==> src/rtl/mc_control_fsm.sv <==
// ---------------------------------------------------------------------------
// mc_control_fsm
//
// Multi-cycle main controller for the MIPS datapath. Each instruction walks
// through FETCH -> DECODE -> (execute / memory) -> writeback, and the control
// lines for the shared memory, IR, PC, ALU and register file are decoded from
// the registered state (Moore). The only input-dependent outputs are:
//   - the FETCH IR/PC load and the MEMWR retire, which follow memory readiness;
//   - the illegal pulse in DECODE, which follows the live opcode.
//
// Memory handshake: a memory access (FETCH, MEMRD, MEMWR) holds its strobe
// high and stays in its state until the cycle where rdy is high. That cycle
// completes the access and the state advances on the next rising edge.
// rdy = mem_ready, or constant 1 when USE_READY = 0.
//
// Ports:
//   clk, rst         clock; synchronous active-high reset
//   opcode[5:0]      IR[31:26], valid from DECODE onward
//   mem_ready        memory access completes this cycle
//   pc_write         unconditional PC load
//   pc_write_cond    PC load when ALU zero (branch)
//   pc_src[1:0]      00 ALU result, 01 ALUOut, 10 jump target
//   iord             memory address: 0 PC, 1 ALUOut
//   mem_read         memory read strobe
//   mem_write        memory write strobe
//   ir_write         IR load
//   reg_dst          destination: 1 rd, 0 rt
//   reg_write        register-file write enable
//   mem_to_reg       writeback data: 1 MDR, 0 ALUOut
//   alu_src_a        A operand: 0 PC, 1 register A
//   alu_src_b[1:0]   B operand: 00 B, 01 const 4, 10 sign-ext imm, 11 imm<<2
//   alu_op           ALU operation code, zero-extended to ALUOP_W
//   state_out[3:0]   current state encoding (debug)
//   illegal          one-cycle pulse: undefined opcode decoded
//   retire           one-cycle pulse: instruction completes
//   instr_count      retired-instruction count, wraps modulo 2^CNT_W
// ---------------------------------------------------------------------------
module mc_control_fsm #(
    parameter int ALUOP_W   = 5,
    parameter int USE_READY = 1,
    parameter int CNT_W     = 32
) (
    input  logic               clk,
    input  logic               rst,
    input  logic [5:0]         opcode,
    input  logic               mem_ready,
    output logic               pc_write,
    output logic               pc_write_cond,
    output logic [1:0]         pc_src,
    output logic               iord,
    output logic               mem_read,
    output logic               mem_write,
    output logic               ir_write,
    output logic               reg_dst,
    output logic               reg_write,
    output logic               mem_to_reg,
    output logic               alu_src_a,
    output logic [1:0]         alu_src_b,
    output logic [ALUOP_W-1:0] alu_op,
    output logic [3:0]         state_out,
    output logic               illegal,
    output logic               retire,
    output logic [CNT_W-1:0]   instr_count
);

    typedef enum logic [3:0] {
        S_FETCH  = 4'd0,
        S_DECODE = 4'd1,
        S_MEMADR = 4'd2,
        S_MEMRD  = 4'd3,
        S_MEMWB  = 4'd4,
        S_MEMWR  = 4'd5,
        S_EXEC   = 4'd6,
        S_ALUWB  = 4'd7,
        S_IEXEC  = 4'd8,
        S_IWB    = 4'd9,
        S_BRANCH = 4'd10,
        S_JUMP   = 4'd11
    } state_t;

    // Opcodes
    localparam logic [5:0] OP_RTYPE = 6'b000000;
    localparam logic [5:0] OP_J     = 6'b000010;
    localparam logic [5:0] OP_BEQ   = 6'b000100;
    localparam logic [5:0] OP_ADDI  = 6'b001000;
    localparam logic [5:0] OP_SLTI  = 6'b001010;
    localparam logic [5:0] OP_ANDI  = 6'b001100;
    localparam logic [5:0] OP_ORI   = 6'b001101;
    localparam logic [5:0] OP_XORI  = 6'b001110;
    localparam logic [5:0] OP_SEQ   = 6'b011000;
    localparam logic [5:0] OP_LW    = 6'b100011;
    localparam logic [5:0] OP_SW    = 6'b101011;

    // ALU operation codes (5-bit, zero-extended onto alu_op)
    localparam logic [4:0] ALU_ADD   = 5'b00000;
    localparam logic [4:0] ALU_SUB   = 5'b00001;
    localparam logic [4:0] ALU_RTYPE = 5'b00010;
    localparam logic [4:0] ALU_ADDI  = 5'b00011;
    localparam logic [4:0] ALU_ANDI  = 5'b00100;
    localparam logic [4:0] ALU_ORI   = 5'b00101;
    localparam logic [4:0] ALU_XORI  = 5'b00110;
    localparam logic [4:0] ALU_SLTI  = 5'b00111;
    localparam logic [4:0] ALU_SEQ   = 5'b01000;
    localparam logic [4:0] ALU_NOP   = 5'b01111;

    state_t           state_q, state_d;
    logic [5:0]       op_q, op_d;
    logic [CNT_W-1:0] count_q, count_d;

    logic       rdy;
    logic [4:0] alu_code;
    // Raw (pre-reset-mask) versions of the enables that reset must silence
    logic       pc_write_raw, pc_write_cond_raw, ir_write_raw;
    logic       mem_read_raw, mem_write_raw, reg_write_raw;
    logic       illegal_raw, retire_raw;

    assign rdy = mem_ready | (USE_READY == 0);

    // ------------------------------------------------------------------
    // State register
    // ------------------------------------------------------------------
    always_ff @(posedge clk) begin
        if (rst) begin
            state_q <= S_FETCH;
            op_q    <= '0;
            count_q <= '0;
        end else begin
            state_q <= state_d;
            op_q    <= op_d;
            count_q <= count_d;
        end
    end

    // ------------------------------------------------------------------
    // Next state and output decode
    // ------------------------------------------------------------------
    always_comb begin
        state_d           = state_q;
        op_d              = op_q;
        pc_write_raw      = 1'b0;
        pc_write_cond_raw = 1'b0;
        pc_src            = 2'b00;
        iord              = 1'b0;
        mem_read_raw      = 1'b0;
        mem_write_raw     = 1'b0;
        ir_write_raw      = 1'b0;
        reg_dst           = 1'b0;
        reg_write_raw     = 1'b0;
        mem_to_reg        = 1'b0;
        alu_src_a         = 1'b0;
        alu_src_b         = 2'b00;
        alu_code          = ALU_ADD;
        illegal_raw       = 1'b0;
        retire_raw        = 1'b0;

        case (state_q)
            S_FETCH: begin
                mem_read_raw = 1'b1;
                alu_src_b    = 2'b01;
                ir_write_raw = rdy;
                pc_write_raw = rdy;
                if (rdy) state_d = S_DECODE;
            end
            S_DECODE: begin
                alu_src_b = 2'b11;
                // op_q holds the opcode for the execute states so that a
                // changing IR bus cannot disturb them.
                op_d = opcode;
                case (opcode)
                    OP_LW, OP_SW: state_d = S_MEMADR;
                    OP_RTYPE:     state_d = S_EXEC;
                    OP_ADDI, OP_ANDI, OP_ORI, OP_XORI, OP_SLTI, OP_SEQ:
                                  state_d = S_IEXEC;
                    OP_BEQ:       state_d = S_BRANCH;
                    OP_J:         state_d = S_JUMP;
                    default: begin
                        state_d     = S_FETCH;
                        illegal_raw = 1'b1;
                    end
                endcase
            end
            S_MEMADR: begin
                alu_src_a = 1'b1;
                alu_src_b = 2'b10;
                state_d   = (op_q == OP_LW) ? S_MEMRD : S_MEMWR;
            end
            S_MEMRD: begin
                mem_read_raw = 1'b1;
                iord         = 1'b1;
                if (rdy) state_d = S_MEMWB;
            end
            S_MEMWB: begin
                reg_write_raw = 1'b1;
                mem_to_reg    = 1'b1;
                state_d       = S_FETCH;
                retire_raw    = 1'b1;
            end
            S_MEMWR: begin
                // Strobe held through every wait cycle.
                mem_write_raw = 1'b1;
                iord          = 1'b1;
                if (rdy) begin
                    state_d    = S_FETCH;
                    retire_raw = 1'b1;
                end
            end
            S_EXEC: begin
                alu_src_a = 1'b1;
                alu_code  = ALU_RTYPE;
                state_d   = S_ALUWB;
            end
            S_ALUWB: begin
                reg_write_raw = 1'b1;
                reg_dst       = 1'b1;
                state_d       = S_FETCH;
                retire_raw    = 1'b1;
            end
            S_IEXEC: begin
                alu_src_a = 1'b1;
                alu_src_b = 2'b10;
                case (op_q)
                    OP_ADDI: alu_code = ALU_ADDI;
                    OP_ANDI: alu_code = ALU_ANDI;
                    OP_ORI:  alu_code = ALU_ORI;
                    OP_XORI: alu_code = ALU_XORI;
                    OP_SLTI: alu_code = ALU_SLTI;
                    OP_SEQ:  alu_code = ALU_SEQ;
                    default: alu_code = ALU_ADD;
                endcase
                state_d = S_IWB;
            end
            S_IWB: begin
                reg_write_raw = 1'b1;
                state_d       = S_FETCH;
                retire_raw    = 1'b1;
            end
            S_BRANCH: begin
                alu_src_a         = 1'b1;
                alu_code          = ALU_SUB;
                pc_write_cond_raw = 1'b1;
                pc_src            = 2'b01;
                state_d           = S_FETCH;
                retire_raw        = 1'b1;
            end
            S_JUMP: begin
                pc_write_raw = 1'b1;
                pc_src       = 2'b10;
                state_d      = S_FETCH;
                retire_raw   = 1'b1;
            end
            default: begin
                // Unused encodings 12-15: park the ALU and recover to FETCH.
                alu_code = ALU_NOP;
                state_d  = S_FETCH;
            end
        endcase

        count_d = count_q + {{(CNT_W-1){1'b0}}, retire_raw};
    end

    // Reset silences every enable and pulse so an aborted instruction
    // leaves no side effect behind.
    assign pc_write      = pc_write_raw      & ~rst;
    assign pc_write_cond = pc_write_cond_raw & ~rst;
    assign ir_write      = ir_write_raw      & ~rst;
    assign mem_read      = mem_read_raw      & ~rst;
    assign mem_write     = mem_write_raw     & ~rst;
    assign reg_write     = reg_write_raw     & ~rst;
    assign illegal       = illegal_raw       & ~rst;
    assign retire        = retire_raw        & ~rst;

    assign alu_op      = ALUOP_W'(alu_code);
    assign state_out   = state_q;
    assign instr_count = count_q;

endmodule
==> config.mk <==
export PLATFORM = sky130hd
export DESIGN_NAME = mc_control_fsm
export DESIGN_NICKNAME = d
export VERILOG_FILES = /design/src/rtl/mc_control_fsm.sv
export SDC_FILE = /design/constraint.sdc
export NUM_CORES = 1
export LEC_CHECK = 0
export BUFFER_PORTS_ARGS = -buffer_cell sky130_fd_sc_hd__buf_4
export CORE_UTILIZATION = 52
export CTS_CLUSTER_SIZE = 28
export DETAILED_ROUTE_END_ITERATION = 6
export PLACE_DENSITY = 0.8
export SLEW_MARGIN = 20
export SYNTH_ARGS = -nofsm -noshare
export SYNTH_HDL_FRONTEND = slang
export SYNTH_SLANG_ARGS = --single-unit
export TNS_END_PERCENT = 10
==> constraint.sdc <==
create_clock -name clk -period 3.7 [get_ports clk]
set_clock_uncertainty 0.2 [all_clocks]
set_input_delay 0.37 -clock clk [delete_from_list [all_inputs] [get_ports clk]]
set_output_delay 0.37 -clock clk [all_outputs]
set_load 0.01 [all_outputs]
After elaboration in Yosys (flattened, before gate mapping):

Cells that the tools add are included.

* $add $sub $neg: 1
* equality and inequality tests: 31
* multiplexer cells: 24
* bitwise logic cells: 9
* reduce and logical (&&, ||, !) cells: 13

Operator list (number)
* $eq A6 B4 Y1 const B: 10
* $add A32 B1 Y32: 1
* $pmux W4 S7: 1
* $pmux W4 S6: 1
* $pmux W4 S5: 1
* $eq A6 B6 Y1 const B: 3
* $eq A4 B3 Y1 const B: 4
* $eq A4 B4 Y1 const B: 4
* $pmux W4 S4: 1
* $eq A6 B5 Y1 const B: 2
* $mux W1: 12
* $mux W4: 3
* $reduce_or A11 Y1: 1
* $reduce_or A9 Y1: 1
* $and A1 B1 Y1: 8
* $eq A4 B2 Y1 const B: 2
* $reduce_or A2 Y1: 4
* $eq A6 B2 Y1 const B: 1
* $eq A6 B3 Y1 const B: 1
* $logic_not A6 Y1: 1
* $ne A2 B2 Y1 const B: 3
* $pmux W2 S3: 1
* $reduce_or A6 Y1: 1
* $reduce_or A5 Y1: 1
* other kinds (9): 10

* bits in registers: 42
* input bits: 9
* output and inout bits: 57
* word-level logic and storage cells: 81

Depth between registers and ports, before layout:

* depth after elaboration: 5
* depth in mapped cells: 11
* mapped depth without buffers: 9

Least setup slack after synthesis:

No wires, ideal clock.

* path type: reg2reg
* start point: register state_q[2] (netlist: state_out[2])
* end point: register count_q[22] (netlist: instr_count[22])
* setup time: 70 ps
* arrival: 2386 ps
* required time: 3430 ps
* path slack: 1044 ps
* stages on the path, launching flop included: 11
* path buffers: 2
* period minus slack after synthesis: 2656 ps
* cells stage by stage: dfxtp_1 clkbuf_1 nand2b_1 clkbuf_1 o22ai_1 ha_1 ha_1 and2_1 nand4_2 or4_1 a21oi_1

* word-level cells in the longest chain between the ends: 4
* elaborated cells between the ends (all ways): 9
* classes of those cells: 1 x add/sub; 6 x eq/ne; 1 x mux; 1 x reduce/logical

Ends and longest elaborated chain
* from (decl): line 106 `state_t state_q, state_d;`
* from (signal assigned): line 128 `state_q <= state_d;`
* $eq A4 B4 Y1 / $eq A4 B3 Y1 (equally long branches): line 156 `case (state_q)`
* $reduce_or A5 Y1 (no source line)
* $pmux W1 S2 (*): line 156
* $add A32 B1 Y32 (*): line 258 `count_d = count_q + {{(CNT_W-1){1'b0}}, retire_raw};`
* to (signal assigned): line 130 `count_q <= count_d;`
* to (decl): line 108 `logic [CNT_W-1:0] count_q, count_d;`

Mark *: on every way between the ends. The rest lies on a longest branch, timed or not.
A chain may end at the register's enable or synchronous reset.

Worst setup path in the final report:

* start point: register state_q[1] (netlist: state_out[1])
* end point: register count_q[22] (netlist: instr_count[22])

The elaborated chain is that of the path after synthesis.

==> run_results.csv <==
group,metric,value,unit
sta,slew_headroom,0.615,
setup_path,start_kind,"flop",
sta,fin_crit,3330,ps
place,port_buffers,64,
grt,antenna_found_initial,0,
logic_synthesis,syn_inst,299,
place,dp_cells,398,
routing,drc,0,
clock_network,cts_hold_buf,0,
setup_path,crit_type,"reg2reg",
power,pwr-share-comb,0.090,
setup_path,endpoint_kind,"flop",
logic_synthesis,synth.avg_cell_area,8.09,sq um
logic_synthesis,yosysSeqAreaShare,0.347,
logic_synthesis,ys_warn_count,0,
grt,grt_util_met3,0.0361,
grt,grt_use_total,0.238,
grt,met1_usage,0.336,
floorplan,die_x,70.2,microns
sta,slew_viol_final,0,
floorplan,die_h,70.2,microns
grt,grt.overflow.total,0,
clock_network,clock-root-buffer,"clkbuf_8",
setup_path,critPathArrivalTime,3360,ps
clock_network,numCtsBuffers,5,
logic_synthesis,synth_edf_count,0,
logic_synthesis,syn-num-nets,311,
power,p_int,639,uW
finish,instances_no_fill,406,
routing,drt-pass1-iter-count,4,
outcome,status,"finished clean",
sta,fin_crit_sh,0.900,
sta,worstMarginPinSlew,572,ps
sta,final_hold_viol_count,0,
grt,grt_use_met2,0.373,
floorplan,core_area,4410,sq um
logic_synthesis,ys.flop_type,"dfxtp_1",
power,pwr-share-clk,0.362,
power,power_switching,208,uW
sta,fmax,0.300,GHz
floorplan,die-area,4930,sq um
floorplan,rows,24,
clock_network,cts_tree,"done",
min_path,hold_start,"opcode[3]",
routing,vias_per_cell,5.94,
logic_synthesis,async_reset_ff_frac,0,
grt,grt_pass1_wl,9640,microns
routing,routed_wl,5870,microns
setup_path,cp_max_fo,19,
clock_network,ctsResizeCount,0,
logic_synthesis,syn_area,2420,sq um
clock_network,path_clk_slew,80,ps
routing,vias,2410,
routing,drt-wirelength-per-cell,14.4,microns
grt,grt_start_max_net_pins,51,
setup_path,r2r_slack,370,ps
power,p_leak,1.17,nW
finish,antenna_cells,0,
sta,fin_setup_tns,0,ps
clock_network,clkSinkCount,42,
power,power_frac_seq,0.548,
grt,grt.busiest_layer,"met2",
logic_synthesis,ys_ff_latch,42,
place,post-dp-hpwl,4110,microns
routing,drtIter0Drc,173,
setup_path,startpoint,"state_out[1]",
power,p_sw_frac,0.245,
floorplan,ioPinCount,66,
sta,rsz0062_at_grt,"false",
power,p_per_area,286,nW/um^2
clock_network,htree_num_levels,2,
job,drv_cap,0,
sta,finalSetupViolCount,0,
finish,nNetsFinal,365,
floorplan,start_util,0.548,
sta,setup_ws,372,ps
place,pre_cts_ws,463,ps
logic_synthesis,synth.distinct_cells,56,
finish,syn_to_final_growth,22.4,%
finish,drive_above_1_share,0.229,
clock_network,clk_path_buf_depth,2,
place,place.gp.congestion,0.869,
power,peakVddDrop,0.266,mV
setup_path,r2r_start,"state_out[1]",
finish,layout_commonest_cell,"buf_4",
min_path,hp-class,"in2reg",
clock_network,clk_latency,290,ps
setup_path,required,3730,ps
grt,grt_pass1_vias,2082,
routing,postRouteAntennaNets,0,
sta,holdWs,162,ps
finish,layout_common_cells,"buf_4, dfxtp_1, a21oi_1",
clock_network,post_cts_buffers,0,
==> sequential cells by signal (all words and copies together), names as in the netlist <==
name and count:
instr_count 32, state_out 4, op_q 6
==> synth_stat cells (3+ instances only) <==
cell | instances | share of area
o31ai_1 | 16 | 0.050
xor2_1 | 6 | 0.022
nor4_1 | 3 | 0.0078
o21ai_0 | 6 | 0.012
xnor2_1 | 5 | 0.018
or3_1 | 5 | 0.013
and4_1 | 3 | 0.011
nor2_1 | 24 | 0.037
nand3_1 | 11 | 0.023
inv_1 | 7 | 0.011
and2_1 | 3 | 0.0078
nand4_1 | 5 | 0.013
ha_1 | 3 | 0.016
and3_1 | 5 | 0.013
nand2b_1 | 8 | 0.021
buf_6 | 3 | 0.014
clkbuf_1 | 11 | 0.017
dfxtp_1 | 42 | 0.35
a21oi_1 | 33 | 0.068
nor2b_1 | 6 | 0.016
nor3_1 | 11 | 0.023
or4_1 | 16 | 0.050
nand2_1 | 24 | 0.037
==> through the flow <==
step,utilization,area [sq um],total power [mW]
4_1_cts,0.671,2960,0.852
6_report,0.671,2960,0.846
3_3_place_gp,0.651,2870,0.549
2_1_floorplan,-,2420,0.522
5_1_grt,0.671,2960,0.879
3_5_place_dp,0.651,2870,0.550
==> kinds of logic after synthesis <==
| logic type | Yosys count | share of synthesized area |
|---|---|---|
| xor gates and xnor gates | 11 | 0.0398 |
| DFF | 42 | 0.347 |
| adders and majority gates | 3 | 0.0155 |
| and+or+nand+nor | 140 | 0.340 |
| buffers and inverters | 26 | 0.0558 |
| muxes | 1 | 0.00414 |
| other | 1 | 0.00155 |
| AOI/OAI and AO/OA | 75 | 0.195 |
==> power groups by stage <==
stage	sequential (mW)	combinational, mW	clock, mW
4_1_cts	0.464	0.0760	0.313
6_report	0.464	0.0764	0.306
5_1_grt	0.465	0.0836	0.330
3_5_place_dp	0.474	0.0756	0
2_1_floorplan	0.472	0.0499	0
3_3_place_gp	0.474	0.0753	0
==> worst paths after layout <==
check,endpoint,depth (start not counted)
worst min-delay path,op_q[3],3
worst max register to register,instr_count[22],9
worst min register to register,op_q[5],2
worst max-delay path,instr_count[22],9
==> per-layer routing <==
| layer | vias to the layer above | wire [microns] |
|---|---|---|
| met5 | - | 0 |
| met4 | 0 | 63 |
| met3 | 7 | 244 |
| met2 | 62 | 2720 |
| met1 | 1132 | 2840 |
| li1 | 1209 | - |
==> cell type report <==
cell class                      instances  area (sq um)
Timing Repair Buffer                   66           495
Sequential cell                        42           841
Inverter                                7          26.3
Fill cell                             399          1450
Clock inverter                          1          5.00
Clock buffer                            7          86.3
Tap cell                               52          65.1
Multi-Input combinational cell        231          1440
==> worst max-delay path, cell delays in order (launching register included) <==
cell	delay [ps]
dfxtp_1	580
nand2b_1	340
o21ai_0	130
o22ai_1	240
ha_1	220
ha_1	260
and2_1	170
nand4_2	380
or4_1	600
a21oi_1	140
(Power assumes the default switching activity.)
